File: src/rtl/posit_pkg.sv
// posit_pkg: shared posit format constants for the encoder and decoder.
//   POSIT_N / POSIT_ES / POSIT_SCALE_W : default width, exponent width and
//                                        signed scale width
//   POSIT_MAX_SCALE                    : largest scale magnitude that is
//                                        representable without saturating
//   POSIT_ZERO / POSIT_NAR /
//   POSIT_MAXPOS / POSIT_MINPOS        : special bit patterns at POSIT_N
//   max_scale()                        : (n-2)*2^es for other widths
package posit_pkg;

  localparam int POSIT_N       = 32;
  localparam int POSIT_ES      = 2;
  localparam int POSIT_SCALE_W = 10;

  localparam int POSIT_MAX_SCALE = (POSIT_N - 2) << POSIT_ES;

  localparam logic [POSIT_N-1:0] POSIT_ZERO   = '0;
  localparam logic [POSIT_N-1:0] POSIT_NAR    = {1'b1, {(POSIT_N-1){1'b0}}};
  localparam logic [POSIT_N-1:0] POSIT_MAXPOS = {1'b0, {(POSIT_N-1){1'b1}}};
  localparam logic [POSIT_N-1:0] POSIT_MINPOS = {{(POSIT_N-1){1'b0}}, 1'b1};

  function automatic int max_scale(input int n, input int es);
    return (n - 2) << es;
  endfunction

endpackage

File: src/rtl/posit_round_rne.sv
// posit_round_rne: combinational round-to-nearest-even of a posit body.
//   body    : N-1 bit unsigned body before rounding (regime, exponent, fraction)
//   guard   : first bit dropped below body
//   sticky  : OR of all bits dropped below guard
//   rounded : N-1 bit body after rounding, never zero and never overflowing
//             into the sign position
module posit_round_rne #(
  parameter int N = 32
) (
  input  logic [N-2:0] body,
  input  logic         guard,
  input  logic         sticky,
  output logic [N-2:0] rounded
);

  logic         round_up;
  logic [N-1:0] sum;

  // A carry out of the body would land in the sign bit and read as NaR, so it
  // clamps to maxpos; a zero body would read as zero, so it clamps to minpos.
  always_comb begin
    round_up = guard & (sticky | body[0]);
    sum      = {1'b0, body} + {{(N-1){1'b0}}, round_up};
    if (sum[N-1]) begin
      rounded = {(N-1){1'b1}};
    end else if (sum[N-2:0] == '0) begin
      rounded = {{(N-2){1'b0}}, 1'b1};
    end else begin
      rounded = sum[N-2:0];
    end
  end

endmodule

File: src/rtl/posit_encoder.sv
// posit_encoder: two-stage pipelined encoder from a decoded value
// (sign, scale, fraction, zero/NaR flags) to an N-bit posit.
//   clk, rst_n           : clock, asynchronous active-low reset
//   in_valid / in_ready  : input handshake
//   in_sign              : 1 = negative
//   in_zero / in_nar     : special values (NaR wins over zero)
//   in_scale             : signed scale = k*2^ES + e
//   in_frac              : fraction after the hidden 1, MSB-aligned
//   out_valid / out_ready: output handshake
//   out_posit            : encoded posit
// Stage 1 splits the scale into regime k and exponent e and flags saturation;
// stage 2 builds, rounds, saturates and signs the word.
module posit_encoder
  import posit_pkg::*;
#(
  parameter int N       = POSIT_N,
  parameter int ES      = POSIT_ES,
  parameter int SCALE_W = POSIT_SCALE_W
) (
  input  logic               clk,
  input  logic               rst_n,
  input  logic               in_valid,
  output logic               in_ready,
  input  logic               in_sign,
  input  logic               in_zero,
  input  logic               in_nar,
  input  logic [SCALE_W-1:0] in_scale,
  input  logic [N-3:0]       in_frac,
  output logic               out_valid,
  input  logic               out_ready,
  output logic [N-1:0]       out_posit
);

  localparam int KW = SCALE_W - ES;
  localparam int FW = N - 2;
  localparam int TW = ES + FW;
  // Room for the longest regime run plus terminator, exponent and fraction.
  localparam int LW = 2 * N + ES;

  localparam logic signed [SCALE_W-1:0] SAT_HI = SCALE_W'(max_scale(N, ES));
  localparam logic signed [SCALE_W-1:0] SAT_LO = SCALE_W'(-max_scale(N, ES));

  localparam logic [N-1:0] NAR_WORD  = {1'b1, {(N-1){1'b0}}};
  localparam logic [N-2:0] MAXP_BODY = {(N-1){1'b1}};
  localparam logic [N-2:0] MINP_BODY = {{(N-2){1'b0}}, 1'b1};

  logic s1_valid;
  logic s2_valid;
  logic s2_advance;
  logic in_fire;

  logic signed [KW-1:0] s1_k;
  logic [ES-1:0]        s1_e;
  logic [FW-1:0]        s1_frac;
  logic                 s1_sign;
  logic                 s1_zero;
  logic                 s1_nar;
  logic                 s1_sat_max;
  logic                 s1_sat_min;

  logic signed [SCALE_W-1:0] scale_s;

  logic signed [KW:0] k_ext;
  logic [KW:0]        run;
  logic               term;
  logic [LW-1:0]      seed;
  logic [LW-1:0]      shifted;
  logic [N-2:0]       body;
  logic               guard;
  logic               sticky;
  logic [N-2:0]       rounded;
  logic [N-2:0]       final_body;
  logic [N-1:0]       pos_word;
  logic [N-1:0]       word;

  assign s2_advance = !s2_valid || out_ready;
  assign in_ready   = !s1_valid || s2_advance;
  assign in_fire    = in_valid && in_ready;
  assign out_valid  = s2_valid;
  assign scale_s    = in_scale;

  always_ff @(posedge clk or negedge rst_n) begin
    if (!rst_n) begin
      s1_valid <= 1'b0;
      s2_valid <= 1'b0;
      out_posit <= '0;
    end else begin
      if (in_ready) begin
        s1_valid <= in_valid;
      end
      if (s2_advance) begin
        s2_valid <= s1_valid;
        if (s1_valid) begin
          out_posit <= word;
        end
      end
    end
  end

  // The upper scale bits are exactly floor(scale / 2^ES), i.e. scale >>> ES.
  always_ff @(posedge clk) begin
    if (in_fire) begin
      s1_k       <= in_scale[SCALE_W-1:ES];
      s1_e       <= in_scale[ES-1:0];
      s1_frac    <= in_frac;
      s1_sign    <= in_sign;
      s1_zero    <= in_zero;
      s1_nar     <= in_nar;
      s1_sat_max <= scale_s > SAT_HI;
      s1_sat_min <= scale_s < SAT_LO;
    end
  end

  // Regime as a run of identical bits ending in the opposite bit: the
  // terminator, exponent and fraction are shifted right by the run length,
  // with ones filled in for k >= 0 (done by shifting the complement).
  always_comb begin
    k_ext = {s1_k[KW-1], s1_k};
    if (s1_k[KW-1]) begin
      run  = ~$unsigned(k_ext) + {{KW{1'b0}}, 1'b1};
      term = 1'b1;
    end else begin
      run  = $unsigned(k_ext) + {{KW{1'b0}}, 1'b1};
      term = 1'b0;
    end
    seed = {term, s1_e, s1_frac, {(LW-1-TW){1'b0}}};
    if (s1_k[KW-1]) begin
      shifted = seed >> run;
    end else begin
      shifted = ~((~seed) >> run);
    end
    body   = shifted[LW-1 -: N-1];
    guard  = shifted[LW-N];
    sticky = |shifted[LW-N-1:0];
  end

  posit_round_rne #(.N(N)) u_round (
    .body    (body),
    .guard   (guard),
    .sticky  (sticky),
    .rounded (rounded)
  );

  always_comb begin
    if (s1_sat_max) begin
      final_body = MAXP_BODY;
    end else if (s1_sat_min) begin
      final_body = MINP_BODY;
    end else begin
      final_body = rounded;
    end
    pos_word = {1'b0, final_body};
    if (s1_nar) begin
      word = NAR_WORD;
    end else if (s1_zero) begin
      word = '0;
    end else if (s1_sign) begin
      word = ~pos_word + {{(N-1){1'b0}}, 1'b1};
    end else begin
      word = pos_word;
    end
  end

endmodule
File: config.mk
export PLATFORM = sky130hd
export DESIGN_NAME = posit_encoder
export DESIGN_NICKNAME = d
export VERILOG_FILES = /design/src/rtl/posit_pkg.sv /design/src/rtl/posit_round_rne.sv /design/src/rtl/posit_encoder.sv
export SDC_FILE = /design/constraint.sdc
export NUM_CORES = 1
export LEC_CHECK = 0
export BUFFER_PORTS_ARGS = -buffer_cell sky130_fd_sc_hd__buf_2
export CORE_ASPECT_RATIO = 1.4
export CORE_MARGIN = 4
export CORE_UTILIZATION = 63
export CTS_BUF_LIST = sky130_fd_sc_hd__clkbuf_4
export DETAILED_ROUTE_END_ITERATION = 10
export PLACE_DENSITY = 0.95
export SYNTH_ARGS = -nofsm -noshare
export SYNTH_HDL_FRONTEND = slang
export SYNTH_SLANG_ARGS = --single-unit
File: constraint.sdc
create_clock -name clk -period 20.5 [get_ports clk]
set_input_delay 1.025 -clock clk [delete_from_list [all_inputs] [get_ports clk]]
set_output_delay 1.025 -clock clk [all_outputs]
set_load 0.01 [all_outputs]
==> results.yml <==
yosys:
  async_flop_share_pct: 43.0
  synth-edff-count: 45
  yosys.area.top_type: "edfxtp_1"
  netlist_top_cells_area: "edfxtp_1 14%, dfrtp_1 8.8%, nand2_1 5.4%"
  synth_area_per_cell_um2: 7.73
  yosysWarnings: 0
  ys.flop_type: "edfxtp_1"
  netlist_instances: 1247
  yosysTopAreaCellShare_pct: 14.0
  syn_nets: 1298
  ys_ff_latch: 79
  synth_area_um2: 9640
  ys_seq_area_share_pct: 22.8
  synthDistinctLibCells: 101
sta:
  worstMarginPinSlew_ns: 1.13
  skew_ns: 0.0290
  hold_viol_final: 0
  relSlewSlack_pct: 24.7
  rsz0062_at_grt: "no"
  finalSetupTns_ns: 0
  fmax_ghz: 0.108
  drv_slew: 0
  setup_violations: 0
  fin_crit_ns: 9.29
  hold_slack_ns: 0.489
  timing.final.crit_share_pct: 45.3
cts:
  clkTransAtPathRegs_ns: 0.15
  ctsHoldBuffers: 0
  cts_sinks: 79
  cts_buffers: 9
  cts_resized: 0
  clock-root-buffer: "clkbuf_4"
  clk_latency_ns: 0.51
  clockBufferDepth: 2
  postCtsSetupBuffers: 0
  cts_tree: "yes"
  cts_htree_levels: 3
setup_path:
  worst_setup_path_end_kind: "flip-flop"
  startpoint: "s1_k[0]"
  crit_chain: "inv_1 > ha_2 > nand2b_1 > nand3_1 > nand2_4 > a21oi_1 > a22oi_1 > a21oi_1 > a21oi_1 > or2_2 > ha_1 > nand2_1 > or4_1 > nor4_2 > nand3_1 > o211ai_1 > and4b_1 > a41oi_4 > ha_1 > nor2b_1 > nand2_1 > nor2_1 > or4b_1 > nand4_1"
  crit_slowest_cell: "nand3_1"
  reg2reg_depth: 24
  crit_end: "out_posit[30]"
  worstReg2RegStart: "s1_k[0]"
  critical_path.most_common_cell: "a21oi_1"
  crit_fanout: 33
  criticalPathCategory: "flip-flop to flip-flop"
  critPathMaxStageDelay_ns: 0.89
  timing.rr.end: "out_posit[30]"
  cp_data_required_time_ns: 20.95
  arrival_ns: 9.74
  cp-start-kind: "flip-flop"
  rrSetupSlack_ns: 11.21
run:
  drv_cap: 0
global_route:
  antenna_found_initial: 1
  overflow: 0
  grt_pass1_wl_mm: 56.5
  grt_start_max_net_pins: 84
  grt_pass1_vias: 10400
  grt_util_all_layers_pct: 41.0
routing:
  wl_mm: 36.3
  routedWlPerCell_um: 24.7
  viasPerCell: 7.44
  first_iter_violations: 1513
  drc: 0
  first_pass_iters: 7
  ant_nets: 0
  route.vias.total: 10900
layout:
  layout-drive-gt1-share_pct: 14.1
  area_growth_pct: 5.46
  fin_nets: 1321
  fin_util_pct: 67.6
power_and_ir_drop:
  peakVddDrop_mv: 0.0455
  power_leakage_nw: 3.86
  powerDensity_nw_per_um2: 64.3
die:
  coreArea_um2: 15100
  rows: 53
  fp.dieH_um: 154
  ios: 81
  die_w_um: 113
  start_util_pct: 64.1
  dieArea_um2: 17400
status:
  status: "completed"
place:
  gp_congestion: 1.06
  dp_hpwl_mm: 27.8
  port_buffers: 80
worst_hold_path:
  hold_depth: 2
  hp-class: "flip-flop to flip-flop"
## worst min path at each step
| stage | startpoint | endpoint | slack (ns) |
|---|---|---|---|
| 2_1_floorplan | s1_valid | out_valid | 0.46 |
| 3_3_place_gp | out_posit[6] | out_posit[6] | 0.46 |
| 3_5_place_dp | out_posit[31] | out_posit[31] | 0.47 |
| 4_1_cts | out_posit[18] | out_posit[18] | 0.49 |
| 5_1_grt | out_posit[28] | out_posit[28] | 0.52 |
| 6_report | out_posit[18] | out_posit[18] | 0.49 |
## stage by stage
step	cells	total power [mW]	cell area [µm²]	worst slack [ns]
6_report	1468	0.654	10200	11.21
4_1_cts	1467	0.640	10200	11.42
5_1_grt	1468	0.684	10200	10.71
2_1_floorplan	1247	0.441	9640	13.97
3_5_place_dp	1451	0.543	10000	11.50
3_3_place_gp	1451	0.539	10000	11.96
## kinds of logic after synthesis
group | after synthesis | share of synthesized area, %
AO/OA/AOI/OAI | 438 | 31.4
AND/OR/NAND/NOR | 505 | 27.0
adder cells (fa/ha/maj) | 4 | 0.519
multiplexers | 63 | 8.49
flip-flops | 79 | 22.8
buffers and inverters | 116 | 5.73
XOR/XNOR | 42 | 4.01
## cell usage in the layout (no fill, tap or decap), types with 14 or more instances in the layout
cell      count
nand2b_1     24
mux2i_1      41
o31ai_1      15
xnor2_1      20
a31oi_1      28
xor2_1       21
o211ai_1     16
nand3_1      56
inv_1        18
buf_4        28
nand2_1     140
o21ai_0      81
nor4_1       17
or4_1        15
and2_1       20
buf_2        80
a211oi_1     17
or3_1        17
mux4_2       14
nor2_1       92
a22oi_1      20
nand4_1      25
a21oi_1      90
nor3_1       38
edfxtp_1     45
dfrtp_1      34
## cell usage after synthesis (6+ instances only)
cell type	instances
mux4_2	14
o21ai_1	10
dfrtp_1	34
nor2_1	93
o31ai_1	15
nand2b_1	24
nor4_1	17
nand3_1	56
o21ai_0	81
buf_2	21
nand2_1	140
o21a_1	11
nor3_1	38
a21boi_0	11
mux2_2	6
a31oi_1	28
a22oi_1	20
or3_1	17
a2111oi_0	9
o221ai_1	6
and2_1	21
a21oi_1	90
xnor2_1	20
a211oi_1	17
and4_1	8
a221oi_1	8
buf_4	6
buf_6	9
a21o_1	11
clkbuf_1	50
inv_1	18
edfxtp_1	45
nor2b_1	8
or4_1	15
nand4_1	25
a41oi_1	8
mux2i_1	41
o22ai_1	10
buf_1	9
o211ai_1	16
and3_1	10
a211o_1	11
xor2_1	21
## where the power goes
group          leakage, nW  switching, mW  internal, mW
Clock               0.0739         0.0617        0.0372
Combinational         2.90          0.237         0.120
Sequential           0.883         0.0136         0.184
## flip-flops by register name, summed over array words and instances, names as in the netlist
name	flops
s1_e	2
s1_sign	1
s1_zero	1
out_posit	32
s1_frac	30
s1_k	8
s1_valid	1
s1_nar	1
s1_sat_min	1
out_valid	1
s1_sat_max	1
## cell type report
class,count,area [µm²]
multi-input cells,1052,6900
inverters,20,75.1
diodes,1,2.50
flip-flops and latches,79,2200
fillers,1300,4880
clock inverters,7,72.6
clock buffers,9,67.6
well taps,192,240
repair buffers,108,611
## per-layer routing
layer	GRT usage [%]	up-vias	routed length, µm
li1	-	4902	-
met3	5.32	243	2770
met2	69.0	758	17300
met5	0	-	0
met4	37.3	0	4010
met1	44.0	5018	12100
## critical path: cells and delay by family, from the launching register on
family | cells | cell delay (ns)
and+or+nand+nor | 14 | 5.26
AOI/OAI and AO/OA | 6 | 2.26
adders and majority gates | 3 | 0.74
DFF | 1 | 0.69
buffers and inverters | 1 | 0.30
No activity file was read; power rests on OpenSTA's default activity.
